<file path="src/rtl/mem_arb_pkg.sv">
// Shared definitions for the memory port arbiter: FSM state encoding and
// arbitration mode selectors.
package mem_arb_pkg;

  typedef enum logic [1:0] {
    ST_IDLE = 2'd0,
    ST_BUSY = 2'd1,
    ST_RESP = 2'd2
  } arb_state_t;

  localparam int unsigned MODE_FIXED = 0;
  localparam int unsigned MODE_RR    = 1;

endpackage

</file>
<file path="src/rtl/rr_arbiter.sv">
// Combinational winner select: fixed priority (lowest index) or round-robin
// search starting at ptr. Produces one-hot grant, its index and an any flag.
module rr_arbiter
  import mem_arb_pkg::*;
#(
  parameter int unsigned NUM_CH  = 2,
  parameter int unsigned IDX_W   = 1,
  parameter int unsigned RR_MODE = 0
) (
  input  logic [NUM_CH-1:0] req,
  input  logic [IDX_W-1:0]  ptr,
  output logic [NUM_CH-1:0] grant,
  output logic [IDX_W-1:0]  grant_idx,
  output logic              any
);

  logic [31:0] start;
  logic [31:0] best_d;
  logic [31:0] best_i;
  logic [31:0] d;

  // Rank each requester by its rotational distance from the start point;
  // the smallest distance wins.
  always_comb begin
    start     = (RR_MODE == MODE_RR) ? 32'(ptr) : '0;
    best_d    = 32'(NUM_CH);
    best_i    = '0;
    d         = '0;
    any       = 1'b0;
    grant     = '0;
    for (int unsigned i = 0; i < NUM_CH; i++) begin
      if (req[i]) begin
        d = (32'(i) + 32'(NUM_CH) - start) % 32'(NUM_CH);
        if (d < best_d) begin
          best_d = d;
          best_i = 32'(i);
          any    = 1'b1;
        end
      end
    end
    for (int unsigned i = 0; i < NUM_CH; i++) begin
      grant[i] = any && (best_i == 32'(i));
    end
    grant_idx = IDX_W'(best_i);
  end

endmodule

</file>
<file path="src/rtl/mem_port_arbiter.sv">
// Merges NUM_CH cache channels onto one single-ported memory interface with
// fixed-priority or round-robin arbitration and a memory-timeout abort.
module mem_port_arbiter
  import mem_arb_pkg::*;
#(
  parameter int unsigned NUM_CH     = 2,
  parameter int unsigned ADDR_W     = 32,
  parameter int unsigned DATA_W     = 32,
  parameter int unsigned MEM_ADDR_W = 12,
  parameter int unsigned RR_MODE    = 0,
  parameter int unsigned TIMEOUT    = 255
) (
  input  logic                     clk,
  input  logic                     rst,
  input  logic [NUM_CH-1:0]        ch_strobe,
  input  logic [NUM_CH-1:0]        ch_rw,
  input  logic [NUM_CH*ADDR_W-1:0] ch_address,
  input  logic [NUM_CH*DATA_W-1:0] ch_wdata,
  output logic [DATA_W-1:0]        ch_rdata,
  output logic [NUM_CH-1:0]        ch_ready,
  output logic                     ch_err,
  output logic                     mem_enable,
  output logic                     mem_read,
  output logic                     mem_write,
  output logic [MEM_ADDR_W-1:0]    mem_address,
  output logic [DATA_W-1:0]        mem_in,
  input  logic [DATA_W-1:0]        mem_out,
  input  logic                     mem_ready,
  output logic                     busy
);

  localparam int unsigned IDX_W = (NUM_CH > 1) ? $clog2(NUM_CH) : 1;
  localparam int unsigned CNT_W = $clog2(TIMEOUT + 1);

  arb_state_t state_q, state_d;

  logic [NUM_CH-1:0]     gnt_oh;
  logic [IDX_W-1:0]      gnt_idx;
  logic                  gnt_any;
  logic [IDX_W-1:0]      ptr_q;
  logic [IDX_W-1:0]      ptr_next;
  logic [NUM_CH-1:0]     sel_oh_q;
  logic                  rw_q;
  logic                  err_q;
  logic [CNT_W-1:0]      cnt_q;
  logic                  timeout_hit;
  logic                  sel_rw;
  logic [MEM_ADDR_W-1:0] sel_addr;
  logic [DATA_W-1:0]     sel_wdata;

  rr_arbiter #(
    .NUM_CH (NUM_CH),
    .IDX_W  (IDX_W),
    .RR_MODE(RR_MODE)
  ) u_rr_arbiter (
    .req      (ch_strobe),
    .ptr      (ptr_q),
    .grant    (gnt_oh),
    .grant_idx(gnt_idx),
    .any      (gnt_any)
  );

  // One-hot grant masks the packed channel buses into the latch inputs.
  always_comb begin
    sel_rw    = 1'b0;
    sel_addr  = '0;
    sel_wdata = '0;
    for (int unsigned i = 0; i < NUM_CH; i++) begin
      if (gnt_oh[i]) begin
        sel_rw    = sel_rw | ch_rw[i];
        sel_addr  = sel_addr | ch_address[i*ADDR_W +: MEM_ADDR_W];
        sel_wdata = sel_wdata | ch_wdata[i*DATA_W +: DATA_W];
      end
    end
  end

  assign ptr_next    = (gnt_idx == IDX_W'(NUM_CH - 1)) ? '0 : gnt_idx + 1'b1;
  assign timeout_hit = (cnt_q == CNT_W'(TIMEOUT - 1));

  always_comb begin
    state_d = state_q;
    unique case (state_q)
      ST_IDLE: if (gnt_any) state_d = ST_BUSY;
      ST_BUSY: if (mem_ready || timeout_hit) state_d = ST_RESP;
      ST_RESP: state_d = ST_IDLE;
      default: state_d = ST_IDLE;
    endcase
  end

  always_ff @(posedge clk or negedge rst) begin
    if (!rst) begin
      state_q     <= ST_IDLE;
      ptr_q       <= '0;
      sel_oh_q    <= '0;
      rw_q        <= 1'b0;
      err_q       <= 1'b0;
      cnt_q       <= '0;
      mem_address <= '0;
      mem_in      <= '0;
      ch_rdata    <= '0;
    end else begin
      state_q <= state_d;
      unique case (state_q)
        ST_IDLE: begin
          if (gnt_any) begin
            sel_oh_q    <= gnt_oh;
            rw_q        <= sel_rw;
            mem_address <= sel_addr;
            mem_in      <= sel_wdata;
            cnt_q       <= '0;
            ptr_q       <= ptr_next;
          end
        end
        ST_BUSY: begin
          if (mem_ready) begin
            if (rw_q) ch_rdata <= mem_out;
          end else if (timeout_hit) begin
            err_q <= 1'b1;
            if (rw_q) ch_rdata <= '0;
          end else begin
            cnt_q <= cnt_q + 1'b1;
          end
        end
        ST_RESP: err_q <= 1'b0;
        default: ;
      endcase
    end
  end

  assign mem_enable = (state_q == ST_BUSY);
  assign mem_read   = mem_enable && rw_q;
  assign mem_write  = mem_enable && !rw_q;
  assign ch_ready   = (state_q == ST_RESP) ? sel_oh_q : '0;
  assign ch_err     = (state_q == ST_RESP) && err_q;
  assign busy       = (state_q != ST_IDLE);

endmodule
</file>
<file path="config.mk">
export PLATFORM = sky130hd
export DESIGN_NAME = mem_port_arbiter
export DESIGN_NICKNAME = d
export VERILOG_FILES = /design/src/rtl/mem_arb_pkg.sv /design/src/rtl/rr_arbiter.sv /design/src/rtl/mem_port_arbiter.sv
export SDC_FILE = /design/constraint.sdc
export NUM_CORES = 1
export LEC_CHECK = 0
export BUFFER_PORTS_ARGS = -buffer_cell sky130_fd_sc_hd__buf_2
export CELL_PAD_IN_SITES_DETAIL_PLACEMENT = 1
export CELL_PAD_IN_SITES_GLOBAL_PLACEMENT = 1
export CORE_UTILIZATION = 33
export CTS_BUF_LIST = sky130_fd_sc_hd__clkbuf_8 sky130_fd_sc_hd__clkbuf_16
export CTS_CLUSTER_SIZE = 20
export DETAILED_ROUTE_END_ITERATION = 10
export PLACE_DENSITY_LB_ADDON = 0.1
export SETUP_SLACK_MARGIN = 0.15
export SYNTH_ARGS = -nofsm -noshare
export SYNTH_HDL_FRONTEND = slang
export SYNTH_SLANG_ARGS = --single-unit
export TNS_END_PERCENT = 100
</file>
<file path="constraint.sdc">
create_clock -name clk -period 5.4 [get_ports clk]
set_input_delay 1.08 -clock clk [delete_from_list [all_inputs] [get_ports clk]]
set_output_delay 1.08 -clock clk [all_outputs]
set_load 0.1 [all_outputs]
</file>
Word-level counts from Yosys, hierarchy flattened
Index checks and enable logic that the tools add are counted.
{"block": "word_totals", "register_bits": 90, "elab_cells": 67, "in_bits": 167}
{"block": "op_classes", "n_reduce_logical": 18, "n_lt_le_gt_ge": 1, "n_mux": 27, "add_sub_neg": 1, "eq_ne": 9, "bitwise_logic": 3}
{"cell": "$mux 32", "n": 7}
{"cell": "$eq 32x1->1 const B", "n": 1}
{"cell": "$logic_not 32->1", "n": 1}
{"cell": "$or 32x32->32", "n": 1}
{"cell": "$mux 12", "n": 2}
{"cell": "$mux 8", "n": 3}
{"cell": "$pmux 8 s2", "n": 1}
{"cell": "$or 12x12->12", "n": 1}
{"cell": "$add 8x1->8 const B", "n": 1}
{"cell": "$eq 8x8->1 const B", "n": 1}
{"cell": "$mux 1", "n": 8}
{"cell": "$mux 2", "n": 4}
{"cell": "$reduce_bool 2->1", "n": 4}
{"cell": "$ne 2x2->1 const B", "n": 3}
{"cell": "$reduce_and 3->1", "n": 2}
{"cell": "$logic_and 1x1->1", "n": 5}
{"cell": "$ne 2x1->1 const B", "n": 2}
{"cell": "$pmux 2 s2", "n": 1}
{"cell": "$reduce_and 2->1", "n": 2}
{"cell": "$reduce_and 4->1", "n": 1}
{"cell": "$eq 2x1->1 const B", "n": 1}
{"cell": "$eq 2x2->1 const B", "n": 1}
{"cell": "$logic_not 2->1", "n": 1}
{"cell": "$lt 1x2->1 const A", "n": 1}
{"cell": "4 further kinds", "n": 4}

Longest topological paths before layout
Gate-level depths: netlist (run 1).
{"block": "depth", "word_depth": 9, "depth_mapped": 8}

Hierarchy
A second synthesis (run 1) with hierarchy kept.
{"block": "hier_totals", "hier_cells": 371, "area_unflattened_um2": 3942.5}
{"module": "mem_port_arbiter", "area_per_inst_um2": 3918.8, "instances": 1, "cells_per_inst": 367}
{"module": "rr_arbiter", "area_per_inst_um2": 23.8, "instances": 1, "cells_per_inst": 4}

Least setup slack after synthesis (run 1)
OpenSTA, ideal clock, no wires.
{"block": "synth_timing", "path_type": "reg-to-output", "startpoint": "register state_q[1]", "endpoint": "output port mem_write", "t_required_ns": 4.320, "path_stages_with_launch": 5, "slack_ns": 1.271, "arrival_time_ns": 3.049, "path_cell_list": "dfrtp_1 inv_1 ha_1 clkbuf_1 nor2b_1"}
{"block": "synth_via", "elab_chain_len": 2}
{"element": "start: declaration", "line": "mem_port_arbiter.sv:35", "text": "arb_state_t state_q, state_d;"}
{"element": "start signal: assignment", "line": "mem_port_arbiter.sv:102", "text": "state_q <= state_d;"}
{"element": "$eq 2x1->1", "line": "mem_port_arbiter.sv:130", "text": "assign mem_enable = (state_q == ST_BUSY);"}
{"element": "net mem_enable", "line": "mem_port_arbiter.sv:22", "text": "output logic mem_enable,"}
{"element": "$logic_and 1x1->1", "line": "mem_port_arbiter.sv:132", "text": "assign mem_write = mem_enable && !rw_q;"}
{"element": "end: declaration", "line": "mem_port_arbiter.sv:24", "text": "output logic mem_write,"}
The timed path passes the listed nets, and every way through them passes these cells.

Worst setup path in the final report (run 1)
{"block": "layout_timing", "startpoint": "register state_q[1]", "endpoint": "output port mem_read"}
{"block": "layout_via", "elab_chain_len": 2}
{"element": "$eq 2x1->1", "line": "mem_port_arbiter.sv:130"}
{"element": "$logic_and 1x1->1", "line": "mem_port_arbiter.sv:131", "text": "assign mem_read = mem_enable && rw_q;"}
{"element": "end: declaration", "line": "mem_port_arbiter.sv:23", "text": "output logic mem_read,"}
Every way passes these cells.

==> metrics.txt, run 1 <==
status complete, but fails checks; failing checks DRC; Global Route met1 Usage 0.252; Synth async-reset ratio 1.00; dpl hpwl 8120 um; chip width 112 um; # hold bufs at CTS 0; Hold Path Class reg -> reg; gpl congestion a little over 0.7; RSZ-0062 raised after global routing false; Area Overhead vs Synth 33.9%; vias per inst 5.10; GR peak layer met2; grt met2 use 0.306; Seq cells post-synth 90; pre-CTS setup slack 2.41 ns; CTS Buffer Depth 2; Setup crit start kind flip-flop; via count 3,593; H-tree level count 3; share of cells above drive strength 1 0.426; IO Port Bufs approximately 210; Data required, critical path 4.32 ns; final worst slack 2.23 ns; Die Y 112 um; Netlist Area Pre-Place 3990 um^2; Final min period 3.17 ns; CP bufs+invs 2; WP data arrival 2.09 ns; syn nets around 540; Adder-Cell Fraction of Synth Area 0.0188; CTS tree yes; Reg clk slew, reported paths approximately 0.06 ns; # rows 39; post_cts resized 0; utilization after layout 0.460; Post-CTS Setup Inserts 0; Slew @ Worst Pin 1.21 ns; initial antenna violation count 1; Tot GR Track Use 0.194; Detailed Routing Iterations Pass 1 7; slowest cell on the critical path ha_1; Post-synth EDFFs 0; Slew HR 0.196; Max Fclk ~320 MHz; first-pass GRT wire length 18,900 um; initial core utilization 0.344; CP Max Fanout 19; drc violations 23; drt first-iter violations 173; post-synthesis compound-gate area fraction 0.254; Routed WL per cell 16.2 um; average cell area after synthesis approximately 11 um^2; Die ar. around 13,000 um^2; mux contribution to synthesized area 0.00533; Max Slew Vio Count 0; worst path cell trace inv_1 > ha_1 > and2_1 > buf_2; total global routing overflow 0; CP top delay family buffers and inverters; XOR/XNOR Fraction of Synth Area 0; TNS Setup 0 ns; largest family of logic cells by synthesized area compound AO/OA/AOI/OAI gates; Max Cap Violations 0; Most used DFF post-synth dfrtp_1; Synth cell types 41; Post-Synthesis Cells 366; io pins 250; Crit. End Element primary output; Syn. warnings 0; Routed WL 11,500 um; CP max stage delay 0.53 ns; Fin. Hold Viols 0; antenna viol nets, final 0; Core Area 11,600 um^2; CTS buffer count 9; CTS sink count 90; post-synthesis simple-gate area fraction 0.108; CTS root buf clkbuf_16; final worst-path cycle share 0.586; Post-Route Skew around 0.0054 ns; critical path class reg -> out; worst skew pair latency about 0.34 ns; largest net degree at the start of global routing 60; Seq/Total Area, Yosys 0.564; vias in the first global route 3,715; Final nets 730; met3 Track Usage GR 0.0604; final setup violation count 0
state kept, by name, indices dropped and copies added (netlist names):
name,flops
rw_q,1
mem_address,12
mem_in,32
state_q,2
cnt_q,8
ch_rdata,32
err_q,1
sel_oh_q,2
cell usage after synthesis, drive strengths merged, types with 4 or more instances:
master / number / area share
and2: 4 / 0.0063
a21oi: 6 / 0.0075
inv: 5 / 0.0047
clkbuf: 13 / 0.012
buf: 19 / 0.034
and3: 4 / 0.0063
o21ai: 47 / 0.061
nand2: 54 / 0.051
dfrtp: 90 / 0.56
a211o: 4 / 0.0088
a22o: 33 / 0.072
ha: 6 / 0.019
nor2b: 4 / 0.0063
a22oi: 45 / 0.085
metal layers:
layer  part of all wire  vias up
met5                  0        -
met4              0.018        0
met3              0.077       15
met2               0.47      132
met1               0.44     1719
li1                   -     1727
layout make-up:
class / count / area, um^2
well taps: 143 / 179
flip-flops and latches: 90 / 2250
repair buffers: 212 / 1070
inverters: 5 / 18.8
diodes: 1 / 2.50
clock buffers: 9 / 225
clock inverters: 6 / 43.8
multi-input cells: 239 / 1550
fillers: 1378 / 6270
worst paths after layout:
kind                       cells past startpoint            to       start  slack [ns]
setup reg to reg                               4  ch_rdata[18]  state_q[1]        2.95
hold reg to reg                                2    mem_in[14]  mem_in[14]        0.47
min in group asynchronous                      1      cnt_q[5]         rst        0.66
hold / removal                                 2    mem_in[14]  mem_in[14]        0.47
max in group asynchronous                      2     mem_in[9]         rst        3.61
setup / recovery                               4      mem_read  state_q[1]        2.23
layout by cell type (no fill, tap or decap), types with 2 or more instances in the layout:
master	n
buf_2	208
dfrtp_1	90
nand2_1	53
a22oi_1	45
o21ai_0	45
a22o_1	33
clkbuf_16	9
a21oi_1	6
ha_1	6
inv_1	5
and2_1	4
and3_1	4
a211o_1	4
buf_4	4
nor2b_1	3
nand3_1	3
nor2_1	3
a221o_1	2
nor4_1	2
a21o_1	2
nand4_1	2
nor4b_1	2
nor3_1	2
clkinv_2	2
clkinv_4	2
per-stage QoR:
step / hold WS [ns] / std cells / instance area, um^2
2_1_floorplan: 0.458 / 366 / 3990
3_3_place_gp: 0.457 / 689 / 5070
3_5_place_dp: 0.465 / 689 / 5070
4_1_cts: 0.480 / 704 / 5340
5_1_grt: 0.509 / 704 / 5340
6_report: 0.473 / 705 / 5350
worst reg2reg max path: cells and delay by family (launching register included):
| family | cells | cell delay (ns) |
|---|---|---|
| adder cells (fa/ha/maj) | 1 | 0.53 |
| AO/OA/AOI/OAI | 1 | 0.28 |
| AND/OR/NAND/NOR | 1 | 1.06 |
| flip-flops | 1 | 0.41 |
| buffers and inverters | 1 | 0.11 |
cells by family (layout without fill, tap and decap cells):
| family | after synthesis | count (layout) |
|---|---|---|
| fa+ha+maj | 6 | 6 |
| other cells | 0 | 1 |
| compound gates | 144 | 144 |
| buf+inv | 37 | 232 |
| simple gates | 87 | 87 |
| mux | 2 | 2 |
| flops | 90 | 90 |
Power of run 1 is not shown: default switching activity piles up to over one toggle a cycle in this logic, so the estimate is an artifact.
==> run 2, diff against run 1 <==
CORE_UTILIZATION = 28   (was 33)
clock period = 2.8 ns   (was 5.4 ns; I/O delays follow)
==> metrics.txt, run 2 (synthesized netlist as in run 1, its figures left out) <==
status finished clean; DP Cell Count 731 (+6.1%); H-tree level count 3 (unchanged); critical path class reg -> out; most common cell after layout, fill and taps aside buf_2; Slew HR 0.549 (+0.353); post_cts resized 0 (unchanged); Placed Area 5200 um^2 (+2.4%); Detailed Routing Iterations Pass 1 4 (-3); dpl hpwl 8780 um (+8.2%); final instance area 5490 um^2 (+2.7%); chip width 121 um (+8.4%); CTS sink count 90 (unchanged); IO Port Bufs 209 (unchanged); drc violations 0 (-100%); DR WL met2 5690 um (+6.1%); CP Max Fanout 19 (unchanged); worst skew pair latency 0.35 ns (about the same); Reg clk slew, reported paths 0.07 ns (about the same); gpl congestion 0.718 (-0.95%); # hold bufs at CTS 0 (unchanged); RSZ-0062 raised after global routing false; # rows 43 (+10%); antenna viol nets, final 0 (unchanged); CTS Buffer Depth 2 (unchanged); io pins 250 (unchanged); Post-Route Skew 0.00746 ns (+0.00210 ns); Crit. End Element primary output; biggest registers after layout ch_rdata x32, mem_in x32, mem_address x12; Die ar. 14,700 um^2 (+18%); CP max stage delay 0.43 ns (-0.10 ns); Routed WL 12,400 um (+8.4%); utilization after layout 0.395 (-0.0649); most frequent cells in the layout buf_2, dfrtp_1, nand2_1; Max Fclk between 400 and 500 MHz; Post-CTS Setup Inserts 0 (unchanged); Routed WL per cell 16.6 um (+2.3%); TNS Setup 0 ns (unchanged); final non-filler cell total 747 (+6.0%); vias per inst 4.93 (-3.3%); Setup crit start kind flip-flop; slowest cell on the critical path buf_2; Core Area 13,900 um^2 (+20%); Final min period 2.49 ns; ANT cells 0 (-1); CTS root buf clkbuf_16; Hold Path Class in -> async; WP data arrival 1.93 ns (-0.16 ns); met1 WL 5450 um (+9.0%); total global routing overflow 0 (unchanged); via count 3,683 (+2.5%); Area Overhead vs Synth 37.5%; share of cells above drive strength 1 0.437 (+0.0114); initial core utilization 0.288 (-0.0562); final worst-path cycle share 0.889; Max Cap Violations 0 (unchanged); Max Slew Vio Count 0 (unchanged); top sig layer met4; Data required, critical path 2.24 ns (-2.08 ns); drt first-iter violations 168 (-2.9%); Final nets 735 (+0.68%); met3 wire length 948 um (+6.9%); final setup violation count 0 (unchanged); Die Y 121 um (+8.4%); vias in the first global route 3,835 (+3.2%); initial antenna violation count 0 (-1); worst path cell trace inv_1 > ha_2 > and2_2 > buf_2; CTS buffer count 9 (unchanged); CTS tree yes; Tot GR Track Use 0.177 (-0.0178); Fin. Hold Viols 0 (unchanged); largest net degree at the start of global routing 49 (-18%); first-pass GRT wire length 20,100 um (+6.1%); Slew @ Worst Pin 0.674 ns (-0.532 ns)
-- run 2: cell count changes in the layout (fill, tap and decap cells not counted), sizes merged --
| cell | before | now |
|---|---|---|
| buf | 212 | 217 |
| clkinvlp | 1 | 2 |
| inv | 6 | 10 |
| diode | 1 | 0 |
| clkinv | 4 | 0 |
-- run 2: worst max-delay path: cells and delay by family, from the launching register on --
kind	cells	cell delay (ns)
DFF	1	0.41
adders and majority gates	1	0.39
buffers and inverters	2	0.56
and+or+nand+nor	1	0.22
-- run 2: through the flow --
step	worst slack, ns	hold WS (ns)
floorplan	0.247	0.264
global placement	0.669	0.457
detailed placement	0.597	0.465
CTS	0.266	0.265
global route	0.201	0.281
finish	0.311	0.233
-- run 2: final timing paths --
| path | cells after the start | slack (ns) | start | to |
|---|---|---|---|---|
| setup / recovery | 4 | 0.31 | state_q[1] | mem_read |
| hold / removal | 1 | 0.23 | rst | cnt_q[5] |
| setup reg to reg | 6 | 0.62 | state_q[1] | cnt_q[1] |
| hold reg to reg | 2 | 0.48 | mem_in[2] | mem_in[2] |
| max in group asynchronous | 2 | 1.93 | rst | mem_in[0] |
| min in group clk | 2 | 0.42 | mem_out[6] | ch_rdata[6] |
-- run 2: layout make-up --
type | count | area (um^2)
clock inverter | 7 | 66.3
sequential | 90 | 2250
fill | 1614 | 8390
multi-input combinational | 239 | 1570
timing repair buffer | 217 | 1140
clock buffer | 9 | 225
inverter | 5 | 18.8
tap | 180 | 225
-- run 2: layer usage --
metal | global-route usage | up-vias
met3 | 0.0503 | 25
met2 | 0.271 | 147
li1 | - | 1731
met1 | 0.228 | 1780
met5 | 0 | -
met4 | 0.0849 | 0
Power of run 2 is left out for the same reason.
